[src/rtl/stack_based_alu.sv]
// rtl/stack_based_alu.sv - signed LIFO-stack ALU (push/pop/add/multiply) with overflow flag.
// Optional macro STACK_ALU_SAT_EN: saturate add/multiply results on signed overflow.
module stack_based_alu #(
    parameter int n     = 8,
    parameter int DEPTH = 8
) (
    input  logic         CLK,
    input  logic [n-1:0] input_data,
    input  logic [2:0]   opcode,
    output logic [n-1:0] output_data,
    output logic         overflow,
    input  logic         RST
);

    localparam int CW = $clog2(DEPTH + 1);
    localparam int AW = (DEPTH > 1) ? $clog2(DEPTH) : 1;

    localparam logic [2:0] OP_ADD  = 3'b100;
    localparam logic [2:0] OP_MUL  = 3'b101;
    localparam logic [2:0] OP_PUSH = 3'b110;
    localparam logic [2:0] OP_POP  = 3'b111;

    localparam logic [n-1:0] SAT_MAX = {1'b0, {(n-1){1'b1}}};
    localparam logic [n-1:0] SAT_MIN = {1'b1, {(n-1){1'b0}}};

    logic [n-1:0]      mem [DEPTH];
    logic [CW-1:0]     count;
    logic [AW-1:0]     push_idx;
    logic [AW-1:0]     top_idx;
    logic [AW-1:0]     second_idx;
    logic [n-1:0]      top;
    logic [n-1:0]      second;
    logic [n:0]        sum;
    logic signed [2*n-1:0] prod;
    logic              add_ovf;
    logic              mul_ovf;
    logic [n-1:0]      add_res;
    logic [n-1:0]      mul_res;
    logic              is_full;
    logic              is_empty;
    logic              has_two;

    // Index values are only used when count guarantees they are in range.
    assign push_idx   = AW'(count);
    assign top_idx    = AW'(count - CW'(1));
    assign second_idx = AW'(count - CW'(2));
    assign top        = mem[top_idx];
    assign second     = mem[second_idx];

    assign is_full  = (count == CW'(DEPTH));
    assign is_empty = (count == '0);
    assign has_two  = (count >= CW'(2));

    // One extra bit holds the exact sum; 2n bits hold the exact product.
    assign sum     = {top[n-1], top} + {second[n-1], second};
    assign prod    = $signed({{n{top[n-1]}}, top}) * $signed({{n{second[n-1]}}, second});
    assign add_ovf = (sum[n] != sum[n-1]);
    assign mul_ovf = (prod[2*n-1:n-1] != {(n+1){prod[n-1]}});

`ifdef STACK_ALU_SAT_EN
    assign add_res = add_ovf ? (sum[n] ? SAT_MIN : SAT_MAX) : sum[n-1:0];
    assign mul_res = mul_ovf ? (prod[2*n-1] ? SAT_MIN : SAT_MAX) : prod[n-1:0];
`else
    assign add_res = sum[n-1:0];
    assign mul_res = prod[n-1:0];
`endif

    always_ff @(posedge CLK) begin
        if (RST) begin
            count       <= '0;
            output_data <= '0;
            overflow    <= 1'b0;
        end else begin
            case (opcode)
                OP_ADD: begin
                    if (has_two) begin
                        output_data <= add_res;
                        overflow    <= add_ovf;
                    end
                end
                OP_MUL: begin
                    if (has_two) begin
                        output_data <= mul_res;
                        overflow    <= mul_ovf;
                    end
                end
                OP_PUSH: begin
                    if (!is_full) begin
                        count    <= count + CW'(1);
                        overflow <= 1'b0;
                    end
                end
                OP_POP: begin
                    if (!is_empty) begin
                        count       <= count - CW'(1);
                        output_data <= top;
                        overflow    <= 1'b0;
                    end
                end
                default: ;
            endcase
        end
    end

    // Storage needs no reset: a zero count makes every entry unreachable.
    always_ff @(posedge CLK) begin
        if (!RST && opcode == OP_PUSH && !is_full) begin
            mem[push_idx] <= input_data;
        end
    end

endmodule

[config.mk]
export PLATFORM = sky130hd
export DESIGN_NAME = stack_based_alu
export DESIGN_NICKNAME = d
export VERILOG_FILES = /design/src/rtl/stack_based_alu.sv
export SDC_FILE = /design/constraint.sdc
export NUM_CORES = 1
export LEC_CHECK = 0
export ABC_AREA = 1
export CAP_MARGIN = 20
export CORE_MARGIN = 1.5
export CORE_UTILIZATION = 50
export CTS_BUF_LIST = sky130_fd_sc_hd__clkbuf_4 sky130_fd_sc_hd__clkbuf_8
export CTS_CLUSTER_DIAMETER = 60
export DETAILED_ROUTE_END_ITERATION = 16
export PLACE_DENSITY = 0.67
export SLEW_MARGIN = 10
export SYNTH_ARGS = -nofsm -noshare
export SYNTH_HDL_FRONTEND = slang
export SYNTH_SLANG_ARGS = --single-unit
[constraint.sdc]
create_clock -name CLK -period 10.25 [get_ports CLK]
set_clock_uncertainty 0.05 [all_clocks]
set_input_delay 2.5625 -clock CLK [delete_from_list [all_inputs] [get_ports CLK]]
set_output_delay 2.5625 -clock CLK [all_outputs]
set_load 0.02 [all_outputs]
==> out/qor.yml, run 1 <==
setup_path:
  setup.worst_path.end_class: "register"
  reg2regPathDepth: 29
  cp_max_fo: 78
  critPathArrivalTime_ps: 7810
  max_stage_delay_ps: 1020
  critPathTopFamily: "adder cells"
  critPathSlowestCell: "ha_1"
  crit_cells: 29
  critPathRequiredTime_ps: 10500
  setup.worst_path.start_class: "register"
  crit_buf_inv: 10
  cpMostUsedCell: "inv_1"
  reg2reg_setup_slack_ps: 2690
  path_class: "reg -> reg"
die:
  coreArea_um2: 14400
  io_pins: 22
  die_y_um: 124
  fp-row-count: 44
  die-area_um2: 15400
  die_w_um: 124
  start_util: 0.507
timing:
  setup_viol_count_final: 0
  finalSetupTns_ps: 0
  maxSlewHeadroom: 0.321
  hold-worst-slack_ps: 464
  tightest_slew_ps: 1020
  final-hold-violation-count: 0
  max_freq_mhz: 132
  slew_viol_final: 0
  rsz0062_at_grt: "no"
  period_needed_ps: 7560
  post-route-period-util: 0.738
placement:
  portBuffers: 21
  gp_congestion: 0.922
  placed_cells: 1087
  hpwl_um: 13500
clock_tree:
  clk_transition_reported_paths_ps: 90
  htreeDepth: 3
  cts_buffers: 9
  cts_setup_buffers: 0
  ctsLongestPathBuffers: 2
  hold_buffers: 0
  cts_resized: 0
  clock-sinks: 77
  cts_tree: "yes"
  root_buffer: "clkbuf_8"
  insertion_delay_ps: 360
synth:
  avgSynthCellArea_um2: 8.11
  syn_nets: 1018
  ys_seq_elements: 77
  synth_cells: 903
  synth-seq-area-share: 0.298
  ys_types: 45
  synth_area_um2: 7320
  synth_warnings: 0
detailed_routing:
  drt_first_pass_iters: 5
  route.detailed.drc: 0
  via_per_inst: 5.27
  drt-initial-drc-count: 395
  num_vias: 5807
  wire_per_inst_um: 15.6
  ant_nets: 0
  drt_wl_total_um: 17200
finish:
  fill_cells: 1391
  layout.nets: 1029
  area_growth_pct: 6.38
  drive_gt1_frac: 0.0850
  stdcell_count: 1102
  antenna_cells: 0
hold_path:
  hold_depth: 2
  min_path_type: "reg -> reg"
status:
  status: "complete, no violations"
job:
  drv_cap: 0
global_route:
  grt_antenna_before_repair: 0
  grt_use_total: 0.236
  overflow: 0
  grt_pass1_vias: 5579
  grt_max_degree: 79
  grt_pass1_wl_um: 27700
worst min-delay path, delay by kind of cell, from the launching register on:
kind / cells / cell delay, ps
DFF: 1 / 340
AOI/OAI and AO/OA: 1 / 100
buffers and inverters: 1 / 50
cells in the final DEF (no fill, tap or decap), types with 2 or more instances in the layout:
cell type,Yosys,routed
o211ai_1,5,5
clkdlybuf4s50_1,0,21
o21ai_2,12,12
clkinvlp_4,0,2
clkbuf_8,0,9
nand2_4,2,2
o21bai_1,2,2
o21ai_4,4,4
nor2_1,89,89
o21ai_0,75,75
fa_1,56,56
inv_6,0,2
nand4_1,5,5
nor3_1,10,9
edfxtp_1,64,64
inv_2,16,16
inv_1,178,178
dfxtp_1,13,12
nand2_2,12,12
a31oi_1,5,5
o21ai_1,17,17
a21oi_2,3,3
nand2_1,148,148
a21oi_1,58,58
nand3_1,28,28
a41oi_1,2,2
xnor2_1,4,4
ha_1,46,46
buf_4,3,4
xor2_1,8,8
kinds of logic (layout without fill, tap and decap cells):
| kind of cell | count (synthesis) | in the layout | synth area share |
|---|---|---|---|
| fa+ha+maj | 102 | 102 | 0.232 |
| flops | 77 | 77 | 0.298 |
| xor+xnor | 13 | 13 | 0.0181 |
| buf+inv | 220 | 235 | 0.125 |
| compound gates | 189 | 189 | 0.151 |
| simple gates | 302 | 302 | 0.176 |
flip-flops by register name, indices dropped and copies added (netlist names):
name	flops
output_data	8
count	4
overflow	1
mem	64
final timing paths:
kind | startpoint | to
min | output_data[4]$_SDFFE_PP0P_ | output_data[4]$_SDFFE_PP0P_
max | count[0]$_SDFFE_PP0P_ | overflow$_SDFFE_PP0P_
max reg2reg | count[0]$_SDFFE_PP0P_ | overflow$_SDFFE_PP0P_
min reg2reg | output_data[4]$_SDFFE_PP0P_ | output_data[4]$_SDFFE_PP0P_
layout make-up:
type / instances / area, um2 / area share
clock buffer: 10 / 131 / 0.0169
clock inverter: 5 / 36.3 / 0.00466
inverter: 195 / 734 / 0.0943
multi-input combinational: 606 / 4230 / 0.543
sequential: 77 / 2180 / 0.280
tap: 184 / 230 / 0.0296
timing repair buffer: 25 / 240 / 0.0309
synth_stat cells (all sizes together):
cell type | instances | area [um2]
inv | 195 | 734
nand2 | 162 | 653
o21ai | 108 | 631
nor2 | 91 | 360
edfxtp | 64 | 1920
a21oi | 61 | 317
fa | 56 | 1120
ha | 46 | 576
nand3 | 30 | 168
buf | 21 | 163
dfxtp | 13 | 260
nor3 | 10 | 50.1
xor2 | 8 | 70.1
a31oi | 6 | 43.8
nand4 | 5 | 31.3
o211ai | 5 | 37.5
xnor2 | 5 | 62.6
clkbuf | 4 | 15.0
a41oi | 2 | 17.5
o21bai | 2 | 15.0
or2 | 2 | 12.5
a211oi | 1 | 7.51
a221oi | 1 | 8.76
nand2b | 1 | 6.26
nand3b | 1 | 7.51
o2111ai | 1 | 8.76
o221ai | 1 | 15.0
o22ai | 1 | 6.26
stage by stage:
step	util	area, um2	setup slack [ps]
6_report	0.540	7790	2690
5_1_grt	0.540	7790	2080
4_1_cts	0.540	7790	2700
3_5_place_dp	0.528	7620	2760
3_3_place_gp	0.528	7620	2720
2_1_floorplan	-	7320	4390
routing by layer:
layer / up-vias / global-route usage / share of wire
met4: 0 / 0.0909 / 0.029
met5: - / 0 / 0
met1: 2699 / 0.307 / 0.45
li1: 2900 / - / -
met3: 40 / 0.0330 / 0.038
met2: 168 / 0.402 / 0.49
Power of run 1 is not shown: default switching activity piles up to over one toggle a cycle in this logic, so the estimate is an artifact.
==> run 2: changes to the inputs <==
==> constraint.sdc (replaced) <==
create_clock -name CLK -period 7.3 [get_ports CLK]
set_clock_uncertainty 0.05 [all_clocks]
set_input_delay 1.825 -clock CLK [delete_from_list [all_inputs] [get_ports CLK]]
set_output_delay 1.825 -clock CLK [all_outputs]
set_load 0.02 [all_outputs]
==> out/qor.yml, run 2 (same netlist as run 1, synthesis figures left out) <==
placement:
  gp_congestion: 1.00  # was 0.922
  hpwl_um: 13000  # was 13,500 um
  portBuffers: 21  # unchanged
  placed_cells: 1087  # unchanged
clock_tree:
  clock-sinks: 77  # unchanged
  clk_transition_reported_paths_ps: 90  # about the same
  insertion_delay_ps: 370  # was 360 ps
  hold_buffers: 0  # unchanged
  root_buffer: "clkbuf_8"  # unchanged
  htreeDepth: 3  # unchanged
  cts_resized: 0  # unchanged
  ctsLongestPathBuffers: 2  # unchanged
  cts_setup_buffers: 0  # unchanged
  cts_buffers: 9  # unchanged
  cts_tree: "yes"  # unchanged
finish:
  largest_register: "mem"  # unchanged
  layout.nets: 1029  # unchanged
  area_growth_pct: 6.65  # was 6.38%
  drive_gt1_frac: 0.0881  # was 0.0850
  largest_reg_flops: 64  # unchanged
  final_common_cell: "inv_1"  # unchanged
  reg_top3: "mem x64, output_data x8, count x4"  # unchanged
  final_cell_mix: "inv_1, nand2_1, nor2_1"  # unchanged
  antenna_cells: 0  # unchanged
  stdcell_count: 1103  # was 1,102
global_route:
  grt_use_total: 0.233  # was 0.236
  grt_pass1_wl_um: 27100  # was 27,700 um
  grt_antenna_before_repair: 0  # unchanged
  grt_max_degree: 70  # was 79
  overflow: 0  # unchanged
  grt_pass1_vias: 5380  # was 5,579
detailed_routing:
  num_vias: 5700  # was 5,807
  ant_nets: 0  # unchanged
  drt-initial-drc-count: 385  # was 395
  route.detailed.drc: 0  # unchanged
  drt_first_pass_iters: 5  # unchanged
  drt_wl_total_um: 16600  # was 17,200 um
  via_per_inst: 5.17  # was 5.27
  wire_per_inst_um: 15.1  # was 15.6 um
setup_path:
  critPathArrivalTime_ps: 6420  # was 7810 ps
  critPathRequiredTime_ps: 7500  # was 10,500 ps
  r2r_start: "count[2]$_SDFFE_PP0P_"  # was count[0]$_SDFFE_PP0P_
  reg2reg_setup_slack_ps: 1080  # was 2690 ps
  r2r-end: "overflow$_SDFFE_PP0P_"  # unchanged
  reg2regPathDepth: 26  # was 29
  path_class: "reg -> reg"  # unchanged
  cp_max_fo: 15  # was 78
  setup.worst_path.start_class: "register"  # unchanged
  setup.worst_path.end_class: "register"  # unchanged
die:
  io_pins: 22  # unchanged
  die_w_um: 124  # unchanged
  die_y_um: 124  # unchanged
  die-area_um2: 15400  # unchanged
  start_util: 0.507  # unchanged
  coreArea_um2: 14400  # unchanged
  fp-row-count: 44  # unchanged
timing:
  maxSlewHeadroom: 0.277  # was 0.321
  finalSetupTns_ps: 0  # unchanged
  slew_viol_final: 0  # unchanged
  period_needed_ps: 6220  # was 7560 ps
  max_freq_mhz: 161  # was 132 MHz
  post-route-period-util: 0.853  # was 0.738
  tightest_slew_ps: 1080  # was 1020 ps
  final-hold-violation-count: 0  # unchanged
  rsz0062_at_grt: "no"  # unchanged
  hold-worst-slack_ps: 459  # was 464 ps
  setup_viol_count_final: 0  # unchanged
job:
  drv_cap: 0  # unchanged
hold_path:
  min_path_type: "reg -> reg"  # unchanged
  min_from: "output_data[3]$_SDFFE_PP0P_"  # was output_data[4]$_SDFFE_PP0P_
  hold_depth: 2  # unchanged
  holdPathEnd: "output_data[3]$_SDFFE_PP0P_"  # was output_data[4]$_SDFFE_PP0P_
status:
  status: "complete, no violations"  # unchanged
[run 2: final cells by class]
| class | count | area [um2] |
|---|---|---|
| tap | 184 | 230 |
| sequential | 77 | 2180 |
| timing repair buffer | 25 | 240 |
| inverter | 195 | 734 |
| fill | 1353 | 6620 |
| multi-input combinational | 606 | 4240 |
| clock inverter | 6 | 46.3 |
| clock buffer | 10 | 131 |
[run 2: worst max-delay path by stage]
| stage | from | endpoint | cells after the start | slack [ps] |
|---|---|---|---|---|
| after floorplan | count[0]$_SDFFE_PP0P_ | overflow$_SDFFE_PP0P_ | 35 | 1440 |
| after global placement | count[2]$_SDFFE_PP0P_ | overflow$_SDFFE_PP0P_ | 26 | 1230 |
| after detailed placement | count[2]$_SDFFE_PP0P_ | overflow$_SDFFE_PP0P_ | 26 | 1080 |
| after CTS | count[2]$_SDFFE_PP0P_ | overflow$_SDFFE_PP0P_ | 26 | 1050 |
| after global routing | count[2]$_SDFFE_PP0P_ | overflow$_SDFFE_PP0P_ | 26 | 700 |
| final | count[2]$_SDFFE_PP0P_ | overflow$_SDFFE_PP0P_ | 26 | 1080 |
[run 2: per-stage QoR]
stage	worst slack [ps]	instance area, um2	util
final	1080	7810	0.541
after global routing	702	7810	0.541
after CTS	1050	7810	0.541
after detailed placement	1080	7630	0.529
after global placement	1230	7630	0.529
after floorplan	1440	7320	-
[run 2: worst max-delay path: stages, from the launching register on]
cell     delay [ps]
dfxtp_1         570
inv_1           160
ha_1            330
inv_1           480
nand2_1         140
o21ai_2         130
inv_2           100
nor2_1          340
fa_1            560
fa_1            580
inv_1            60
fa_1            500
fa_1            540
inv_1            40
ha_1            350
inv_1           130
o21ai_0         110
nor2_1          200
nand3_1         100
nand2_1          60
nand2_1          70
a21oi_1         130
nand2_1          60
nor2_1           90
nand3_1          80
nand2_1          70
a21oi_2          50
[run 2: routing by layer]
| layer | vias to the layer above | share of wire | GRT usage |
|---|---|---|---|
| li1 | 2890 | - | - |
| met1 | 2670 | 0.45 | 0.295 |
| met2 | 110 | 0.50 | 0.415 |
| met3 | 30 | 0.032 | 0.0343 |
| met4 | 0 | 0.023 | 0.0661 |
| met5 | - | 0 | 0 |
Power of run 2 is left out for the same reason.
==> run 3: changes to the inputs <==
--- a/config.mk
+++ b/config.mk
@@ -6,7 +6,6 @@
 export NUM_CORES = 1
 export LEC_CHECK = 0
 export ABC_AREA = 1
-export CAP_MARGIN = 20
 export CORE_MARGIN = 1.5
 export CORE_UTILIZATION = 50
 export CTS_BUF_LIST = sky130_fd_sc_hd__clkbuf_4 sky130_fd_sc_hd__clkbuf_8
==> results of run 3 <==
No change in the layout: final DEF, timing and power equal those of run 2.
Power of run 3 is left out for the same reason.
==> variant: new RTL, flow settings as in run 3 <==
Register the output `overflow` once more, cleared by the reset; this adds one clock of latency there. The other outputs are not delayed to match.
--- a/src/rtl/stack_based_alu.sv
+++ b/src/rtl/stack_based_alu.sv
@@ -23,4 +23,6 @@
     localparam logic [n-1:0] SAT_MAX = {1'b0, {(n-1){1'b1}}};
     localparam logic [n-1:0] SAT_MIN = {1'b1, {(n-1){1'b0}}};
+
+    logic overflow_s0;
 
     logic [n-1:0]      mem [DEPTH];
@@ -70,5 +72,5 @@
             count       <= '0;
             output_data <= '0;
-            overflow    <= 1'b0;
+            overflow_s0 <= 1'b0;
         end else begin
             case (opcode)
@@ -76,5 +78,5 @@
                     if (has_two) begin
                         output_data <= add_res;
-                        overflow    <= add_ovf;
+                        overflow_s0 <= add_ovf;
                     end
                 end
@@ -82,5 +84,5 @@
                     if (has_two) begin
                         output_data <= mul_res;
-                        overflow    <= mul_ovf;
+                        overflow_s0 <= mul_ovf;
                     end
                 end
@@ -88,5 +90,5 @@
                     if (!is_full) begin
                         count    <= count + CW'(1);
-                        overflow <= 1'b0;
+                        overflow_s0 <= 1'b0;
                     end
                 end
@@ -95,5 +97,5 @@
                         count       <= count - CW'(1);
                         output_data <= top;
-                        overflow    <= 1'b0;
+                        overflow_s0 <= 1'b0;
                     end
                 end
@@ -110,4 +112,12 @@
     end
 
+    always_ff @(posedge CLK) begin
+        if (RST) begin
+            overflow <= '0;
+        end else begin
+            overflow <= overflow_s0;
+        end
+    end
+
 endmodule
 
Function: changed (Yosys sat finds a counterexample within 4 cycles, from zero or initial values and one cycle with RST high).
==> variant against run 3 <==
- via count rose by 0.93%
- cell area shrank 0.79%
- global-route usage up 1.0 points
- cell count is essentially flat
- wire length is 2.0% higher
- synthesized area fell by 1.8%
- sequential cell count rose by 1
- worst setup slack worse by 0.19 ns
- critical path type unchanged
- highest routed layer unchanged
Power is left out: the tool's default activity adds up to more than one toggle a clock period on the data nets, which glitch-free logic cannot reach.
==> variant: results (changes against run 3) <==
[run_status]
status=finished, final reports clean  ; unchanged

[min_path]
hold_depth=2  ; unchanged
min_from=overflow_s0  ; was output_data[3]
holdPathEnd=overflow  ; was output_data[3]

[global_route]
use_met2_pct=40.97  ; was 41.51%
met1_usage_pct=31.95  ; was 29.49%
grt_first_pass_wirelength_mm=27.95  ; was 27.14 mm
grt_max_degree=79  ; was 70
use_met3_pct=2.742  ; was 3.434%
grt_pass1_vias=5680  ; was 5380
overflow=0  ; unchanged
grtUsageTotal_pct=24.32  ; was 23.29%

[place]
place_ws_ns=0.9305  ; was 1.085 ns
dp_hpwl_mm=13.04  ; was 13.03 mm
gp_congestion=0.9461  ; was 1.002

[critical_path]
rr_endpoint=overflow_s0  ; was overflow
r2r_slack_ns=0.89  ; was 1.08 ns
arrival_ns=6.61  ; was 6.42 ns
r2r-start=count[1]  ; was count[2]
slowest_stage=ha_1  ; was fa_1
cp_top_family=adder cells  ; unchanged
crit_path_max_fanout=22  ; was 15
critPathMaxStageDelay_ns=0.76  ; was 0.58 ns
rr_worst_depth=29  ; was 26

[finish]
nets=1032  ; was 1029
drive_gt1_share_pct=7.158  ; was 8.814%

[logic_synthesis]
synth.distinct_cells=40  ; was 45
ys_top_cells_by_count=180 x inv_1, 158 x nand2_1, 86 x nor2_1  ; was 178 x inv_1, 148 x nand2_1, 89 x nor2_1
synthTopCellsByArea=edfxtp_1 27%, fa_1 16%, inv_1 9.4%  ; was edfxtp_1 26%, fa_1 15%, inv_1 9.1%
ys_seq_area_share_pct=30.65  ; was 29.81%
synth-edff-count=64  ; unchanged

[cts]
clk_latency_ns=0.35  ; was 0.37 ns
h-tree-depth=3  ; unchanged

[routing]
vias_per_cell=5.221  ; was 5.168
drt-initial-drc-count=391  ; was 385
drt_wl_total_mm=16.96  ; was 16.64 mm

[run]
drv_cap=0  ; unchanged

[timing]
worst_pin_slew_ns=1.075  ; was 1.080 ns

-- variant: changes by cell type after synthesis, moves of 3 or more --
cell	delta
nor2_1	-3
o21ai_0	-15
buf_6	-5
nand3_1	+8
nand2_1	+10
buf_2	+3
o21ai_1	+14
nand2_2	-11
inv_2	+5
a21oi_2	-3
o21ai_4	-3
-- variant: worst min-delay path: stages (launching register included) --
cell	delay, ns
dfxtp_1	0.33
inv_1	0.06
nor2_1	0.03
-- variant: kinds of logic after synthesis --
| logic type | count (synthesis) | share of synthesized area [%] |
|---|---|---|
| compound gates | 182 | 14.24 |
| buf+inv | 227 | 12.50 |
| fa+ha+maj | 102 | 23.61 |
| simple gates | 299 | 16.94 |
| flops | 78 | 30.65 |
| xor+xnor | 16 | 2.055 |
-- variant: area by class of cell --
class | instances | area, um2
timing repair buffer | 27 | 255.2
clock inverter | 7 | 80.08
inverter | 202 | 758.2
tap | 180 | 225.2
sequential | 78 | 2202
fill | 1299 | 6190
clock buffer | 9 | 123.9
multi-input combinational | 599 | 4100
-- variant: worst max-delay path by stage --
stage	cells after the start	start	slack, ns	endpoint
2_1_floorplan	34	count[0]	1.40	overflow_s0
3_3_place_gp	28	count[1]	0.95	overflow_s0
3_5_place_dp	29	count[1]	0.93	overflow_s0
4_1_cts	29	count[1]	0.91	overflow_s0
5_1_grt	26	count[0]	0.29	overflow_s0
6_report	29	count[1]	0.89	overflow_s0
-- variant: per-layer routing --
layer  vias up  part of all wire (%)
li1       2897                     -
met4         0                   3.3
met3        45                   4.1
met2       160                    47
met5         -                     0
met1      2651                    45
-- variant: through the flow --
step           hold WS, ns  instance area, um2  instances
2_1_floorplan       0.3499                7186        904
3_3_place_gp        0.3869                7541       1086
3_5_place_dp        0.3791                7541       1086
4_1_cts             0.4012                7745       1102
5_1_grt             0.4245                7745       1102
6_report            0.3995                7745       1102
